$ cat src/rtl/vector_logic_sequencer_pkg.sv
// Shared types for the vector logic sequencer.
//   logic_op_t  : the eight RVV logical operations (3-bit encoding)
//   sew_t       : selected element width, 8/16/32/64 bits
//   lmul_t      : register group size, 1/2/4/8 beats
//   vls_state_t : sequencer FSM states
package vector_logic_sequencer_pkg;

    typedef enum logic [2:0] {
        OP_AND  = 3'b000,
        OP_OR   = 3'b001,
        OP_XOR  = 3'b010,
        OP_NAND = 3'b011,
        OP_ANDN = 3'b100,   // vs2 & ~vs1
        OP_NOR  = 3'b101,
        OP_ORN  = 3'b110,   // vs2 | ~vs1
        OP_XNOR = 3'b111
    } logic_op_t;

    typedef enum logic [1:0] {
        SEW_8  = 2'b00,
        SEW_16 = 2'b01,
        SEW_32 = 2'b10,
        SEW_64 = 2'b11
    } sew_t;

    typedef enum logic [1:0] {
        LMUL_1 = 2'b00,
        LMUL_2 = 2'b01,
        LMUL_4 = 2'b10,
        LMUL_8 = 2'b11
    } lmul_t;

    typedef enum logic [1:0] {
        IDLE  = 2'b00,
        BUSY  = 2'b01,
        DRAIN = 2'b10
    } vls_state_t;

    // Index of the final beat of a group: (1 << lmul) - 1.
    function automatic logic [2:0] last_beat_of(input lmul_t lmul);
        case (lmul)
            LMUL_1:  return 3'd0;
            LMUL_2:  return 3'd1;
            LMUL_4:  return 3'd3;
            default: return 3'd7;
        endcase
    endfunction

endpackage

$ cat src/rtl/vector_logic_sequencer_element_enable_gen.sv
// Combinational per-bit write enable for one beat of a register group.
//   sew  : element width of the group
//   vl   : active element count
//   v0   : mask register, bit i governs global element i
//   vm   : 1 = unmasked
//   beat : beat index within the group
//   en   : VLEN-bit enable, each element's active flag replicated over its bits
module vector_element_enable_gen
    import vector_logic_sequencer_pkg::*;
#(
    parameter int VLEN = 64,
    parameter int VL_W = $clog2(VLEN) + 1
) (
    input  sew_t              sew,
    input  logic [VL_W-1:0]   vl,
    input  logic [VLEN-1:0]   v0,
    input  logic              vm,
    input  logic [2:0]        beat,
    output logic [VLEN-1:0]   en
);

    localparam int unsigned LOG2_VLEN = $clog2(VLEN);

    always_comb begin
        logic [VL_W-1:0] idx;
        int unsigned     sh;
        // NOTE: every combinational output gets a default first so no path
        // through the block leaves it unassigned and infers a latch.
        en  = '0;
        idx = '0;
        sh  = 3 + int'(sew);   // log2 of element width in bits
        for (int unsigned j = 0; j < VLEN; j++) begin
            // Global element index = beat * elements_per_beat + element_in_beat.
            // It never exceeds VLEN-1 because the largest group (SEW=8, LMUL=8)
            // holds exactly VLEN elements.
            idx   = (VL_W'(beat) << (LOG2_VLEN - sh)) + VL_W'(j >> sh);
            en[j] = (idx < vl) && (vm || v0[idx[LOG2_VLEN-1:0]]);
        end
    end

endmodule

$ cat src/rtl/vector_logic_sequencer.sv
// Pipelined RVV logical-operation sequencer. Accepts one command, then one
// operand beat per cycle for a group of 1/2/4/8 registers, and returns each
// result beat one cycle later with tail/mask-undisturbed merging.
//   clock, reset        : clock, asynchronous active-high reset
//   cmd_*               : command handshake and fields (op, vm, sew, lmul, vl, v0)
//   opd_valid/opd_ready : operand beat handshake (vs2, vs1, vd_old)
//   res_valid/res_ready : result beat handshake (vd, res_last, res_beat)
module vector_logic_sequencer
    import vector_logic_sequencer_pkg::*;
#(
    parameter int VLEN = 64,
    parameter int VL_W = $clog2(VLEN) + 1
) (
    input  logic              clock,
    input  logic              reset,
    input  logic              cmd_valid,
    output logic              cmd_ready,
    input  logic [2:0]        cmd_op,
    input  logic              cmd_vm,
    input  logic [1:0]        cmd_sew,
    input  logic [1:0]        cmd_lmul,
    input  logic [VL_W-1:0]   cmd_vl,
    input  logic [VLEN-1:0]   cmd_v0,
    input  logic              opd_valid,
    output logic              opd_ready,
    input  logic [VLEN-1:0]   vs2,
    input  logic [VLEN-1:0]   vs1,
    input  logic [VLEN-1:0]   vd_old,
    output logic              res_valid,
    input  logic              res_ready,
    output logic [VLEN-1:0]   vd,
    output logic              res_last,
    output logic [2:0]        res_beat
);

    vls_state_t        state;
    logic_op_t         op_q;
    logic              vm_q;
    sew_t              sew_q;
    logic [VL_W-1:0]   vl_q;
    logic [VLEN-1:0]   v0_q;
    logic [2:0]        last_beat_q;
    logic [2:0]        beat_cnt;

    logic [VLEN-1:0]   en;
    logic [VLEN-1:0]   func;
    logic [VLEN-1:0]   merged;
    logic              opd_fire;
    logic              res_fire;

    assign cmd_ready = (state == IDLE);
    // The single result register may be refilled in the same cycle it drains.
    assign opd_ready = (state == BUSY) && (!res_valid || res_ready);
    assign opd_fire  = opd_valid && opd_ready;
    assign res_fire  = res_valid && res_ready;

    vector_element_enable_gen #(
        .VLEN (VLEN),
        .VL_W (VL_W)
    ) u_enable (
        .sew  (sew_q),
        .vl   (vl_q),
        .v0   (v0_q),
        .vm   (vm_q),
        .beat (beat_cnt),
        .en   (en)
    );

    always_comb begin
        case (op_q)
            OP_AND:  func = vs2 & vs1;
            OP_OR:   func = vs2 | vs1;
            OP_XOR:  func = vs2 ^ vs1;
            OP_NAND: func = ~(vs2 & vs1);
            OP_ANDN: func = vs2 & ~vs1;
            OP_NOR:  func = ~(vs2 | vs1);
            OP_ORN:  func = vs2 | ~vs1;
            default: func = ~(vs2 ^ vs1);
        endcase
    end

    // Inactive and tail elements keep the old destination contents.
    assign merged = (func & en) | (vd_old & ~en);

    // NOTE: all state here uses non-blocking assignments so every register
    // samples pre-edge values, independent of statement order.
    always_ff @(posedge clock or posedge reset) begin
        if (reset) begin
            state       <= IDLE;
            op_q        <= OP_AND;
            vm_q        <= 1'b0;
            sew_q       <= SEW_8;
            vl_q        <= '0;
            v0_q        <= '0;
            last_beat_q <= '0;
            beat_cnt    <= '0;
            res_valid   <= 1'b0;
            res_last    <= 1'b0;
            res_beat    <= '0;
            vd          <= '0;
        end else begin
            case (state)
                IDLE: begin
                    if (cmd_valid) begin
                        op_q        <= logic_op_t'(cmd_op);
                        vm_q        <= cmd_vm;
                        sew_q       <= sew_t'(cmd_sew);
                        vl_q        <= cmd_vl;
                        v0_q        <= cmd_v0;
                        last_beat_q <= last_beat_of(lmul_t'(cmd_lmul));
                        beat_cnt    <= '0;
                        state       <= BUSY;
                    end
                end
                BUSY: begin
                    if (opd_fire) begin
                        if (beat_cnt == last_beat_q) begin
                            state <= DRAIN;
                        end else begin
                            beat_cnt <= beat_cnt + 3'd1;
                        end
                    end
                end
                DRAIN: begin
                    if (res_fire && res_last) begin
                        state <= IDLE;
                    end
                end
                default: state <= IDLE;
            endcase

            // Result register: a new beat takes priority over clearing,
            // which gives back-to-back beats with no bubble.
            if (opd_fire) begin
                res_valid <= 1'b1;
                vd        <= merged;
                res_beat  <= beat_cnt;
                res_last  <= (beat_cnt == last_beat_q);
            end else if (res_fire) begin
                res_valid <= 1'b0;
            end
        end
    end

endmodule

$ cat config.mk
export PLATFORM = sky130hd
export DESIGN_NAME = vector_logic_sequencer
export DESIGN_NICKNAME = d
export VERILOG_FILES = /design/src/rtl/vector_logic_sequencer_pkg.sv /design/src/rtl/vector_logic_sequencer_element_enable_gen.sv /design/src/rtl/vector_logic_sequencer.sv
export SDC_FILE = /design/constraint.sdc
export NUM_CORES = 1
export LEC_CHECK = 0
export ABC_AREA = 1
export BUFFER_PORTS_ARGS = -buffer_cell sky130_fd_sc_hd__clkbuf_2
export CAP_MARGIN = 20
export CORE_MARGIN = 1
export CORE_UTILIZATION = 59
export DETAILED_ROUTE_END_ITERATION = 10
export PLACE_DENSITY_LB_ADDON = 0.1
export SLEW_MARGIN = 10
export SYNTH_ARGS = -nofsm -noshare
export SYNTH_HDL_FRONTEND = slang
export SYNTH_SLANG_ARGS = --single-unit
export TNS_END_PERCENT = 50
$ cat constraint.sdc
create_clock -name clock -period 6.2 [get_ports clock]
set_input_delay 0.62 -clock clock [delete_from_list [all_inputs] [get_ports clock]]
set_output_delay 0.62 -clock clock [all_outputs]
set_load 0.005 [all_outputs]
==> run summary <==
status = finished clean
number of hold buffers added after cts = 0
area leader, netlist = ha_1
Seq/Total Area, Yosys = 18.8%
layout cells sized above 1 = 14.9%
Antenna Cells = 0
final setup fails = 0
max cap viols = 0
slew margin rel. = 23.4%
Starting DRT DRC Count = 2396
vias per inst = 6.16
initial antenna violation count = 1
most frequent CP cell = nand2_1
Top FF cell, synth = dfrtp_1
worst hold-check slack = 0.133 ns
Die X-Extent = 188 um
Final Hold Viols = 0
CP max stage cell = fa_1
core footprint = 33800 um2
ys async rst share = 100%
routed vias = 23700
number of CTS-inserted buffers = 17
critical path data required time = 6.60 ns
TritonCTS Sinks = 154
post-route ant nets = 0
TritonCTS clock tree = done
DRT Pass-1 Iters = 8
Worst-Margin Slew = 1.14 ns
Synth Register Bits = 154
f_max = 0.180 GHz
CP top delay family = adder cells
Tot GR Track Use = 44.2%
Mapped Cells = 3129
dominant cells by area after synthesis = ha_1 20%, dfrtp_1 19%, nand2_1 14%
DR WL/cell = 20.7 um
crit end category = flip-flop
minimum clock period = 5.55 ns
number of fill cells = 2941
RSZ-0062 raised after global routing = false
Fin Clk Skew = 0.0134 ns
largest net degree at the start of global routing = 82
most frequent cell after synthesis = nand2_1
Post-CTS Setup Repair Bufs = 0
PortBufs = 346
Max stage delay on crit path = 0.76 ns
die area = 35400 um2
CTS-repair resized insts = 0
synth unique cells = 49
CTS root buffer = clkbuf_16
Worst-path clk slew = 0.07 ns
Placer Congestion = 1.02
H-tree lvl count = 4
DRC Markers = 0
post-synth top area share = 19.6%
Top Ports = 347
crit path launch type = flip-flop
first-pass GRT wire length = 122000 um
Max clock buf depth = 2
FP Rows = 67
setup_tns = 0 ns
crit share post-route = 89.6%
Mean Syn Cell Area = 6.54 um2
Starting Density = 60.5%
maximum fanout along the worst path = 25
top cells by instance count after synthesis = 771 x nand2_1, 440 x o21ai_0, 350 x inv_1, 321 x ha_1, 312 x a21oi_1
CP bufs+invs = 4
Die H = 188 um
nets = 3979
CP Class = flip-flop to flip-flop
Yosys Warn Count = 8
Slew Limit Fails = 0
worst hold path type = primary input to async pin
dpl hpwl = 59800 um
Area Growth Syn to Fin = 12.6%
drt total wl = 79500 um
vias in the first global route = 22100
Placed Area = 22400 um2
Worst-Skew Late Latency = 0.47 ns
GRT overflow = 0
synthesized area = 20500 um2
Worst EP arrival = 5.96 ns
Post-synth EDFFs = 0
critical path, cell by cell = inv_4 -> ha_1 -> inv_2 -> nand2_2 -> nand2_4 -> nand2_1 -> fa_1 -> buf_4 -> clkinv_1 -> ha_1 -> a21oi_1 -> a21oi_1 -> a2111oi_2 -> nand2_2 -> nand2_1 -> nand3_1 -> nand2_1
Finished Cell Area = 23000 um2
-- worst register-to-register path, stage by stage, from the launching register on --
cell	delay, ns
dfrtp_1	0.60
inv_4	0.11
ha_1	0.43
inv_2	0.10
nand2_2	0.07
nand2_4	0.18
nand2_1	0.56
fa_1	0.77
buf_4	0.25
clkinv_1	0.47
ha_1	0.40
a21oi_1	0.14
a21oi_1	0.09
a2111oi_2	0.73
nand2_2	0.26
nand2_1	0.14
nand3_1	0.09
nand2_1	0.10
-- layout by cell type, fill, tap and decap left out, types with 4 or more instances in the layout --
cell       count
nand3_1      246
xor2_2         4
dfrtp_1      154
nor4_1        11
buf_4         41
ha_1         321
o21ai_0      440
a2111oi_0     12
o221ai_1      13
or2_2          4
o211ai_1      30
clkinv_1       9
mux2_2        19
clkbuf_2     346
o22ai_1       19
o211a_1       23
nor2_1        88
conb_1         4
a21oi_1      312
a2111oi_2      7
o2111ai_1     16
xor2_1        17
inv_6          5
nand3b_1       4
nand4_1        6
inv_1        347
a211oi_1      23
nand2_2       16
fa_1           4
inv_2         15
nand2_1      769
nand3_2        7
a221oi_1       4
clkbuf_16     17
-- layer usage --
metal / up-vias / GRT usage (%) / wire length, um
li1: 11000 / - / -
met1: 10900 / 55.0 / 30000
met2: 1504 / 71.4 / 36000
met3: 292 / 9.00 / 8650
met4: 2 / 24.3 / 4890
met5: - / 0 / 13
-- final cells by class --
| cell class | count | area, um2 | area share [%] |
|---|---|---|---|
| multi-input combinational | 2443 | 14600 | 63.3 |
| sequential | 154 | 3850 | 16.7 |
| timing repair buffer | 388 | 2040 | 8.88 |
| inverter | 374 | 1410 | 6.14 |
| tap | 448 | 561 | 2.43 |
| clock buffer | 17 | 425 | 1.85 |
| clock inverter | 15 | 158 | 0.685 |
-- metrics by stage --
step           cells  util [%]  setup WS, ns
6_report        3839      68.2         0.645
5_1_grt         3839      68.2         0.152
4_1_cts         3839      68.2         0.755
3_5_place_dp    3807      66.4         0.797
3_3_place_gp    3806      66.4         0.963
2_1_floorplan   3132         -          1.43
-- flip-flops by register name, indices dropped and copies added (netlist names), 2 cells and up --
signal       cells
vd              64
beat_cnt         3
v0_q            64
last_beat_q      3
sew_q            2
res_beat         3
op_q             3
vl_q             7
state            2
-- cells by family (layout without fill, tap and decap cells) --
group	count (synthesis)	after routing	share of synthesized area [%]
XOR/XNOR	24	24	1.17
multiplexers	19	19	1.05
AO/OA/AOI/OAI	910	910	24.9
flip-flops	154	154	18.8
buffers and inverters	535	794	10.1
adder cells (fa/ha/maj)	325	325	20.0
other	1	4	0.0183
AND/OR/NAND/NOR	1161	1161	23.9
-- final timing paths --
check	cells after the start	to	startpoint	slack, ns
setup / recovery	17	vd[53]$_DFFE_PP0P_	sew_q[0]$_DFFE_PP0P_	0.65
hold / removal	2	vd[8]$_DFFE_PP0P_	reset	0.13
setup reg to reg	17	vd[53]$_DFFE_PP0P_	sew_q[0]$_DFFE_PP0P_	0.65
hold reg to reg	2	vd[20]$_DFFE_PP0P_	vd[20]$_DFFE_PP0P_	0.48
max in group asynchronous	3	vd[57]$_DFFE_PP0P_	reset	4.87
min in group clock	3	v0_q[61]$_DFFE_PP0P_	cmd_v0[61]	0.35
Power is left out: the tool's default activity adds up to more than one toggle a clock period on the data nets, which glitch-free logic cannot reach.
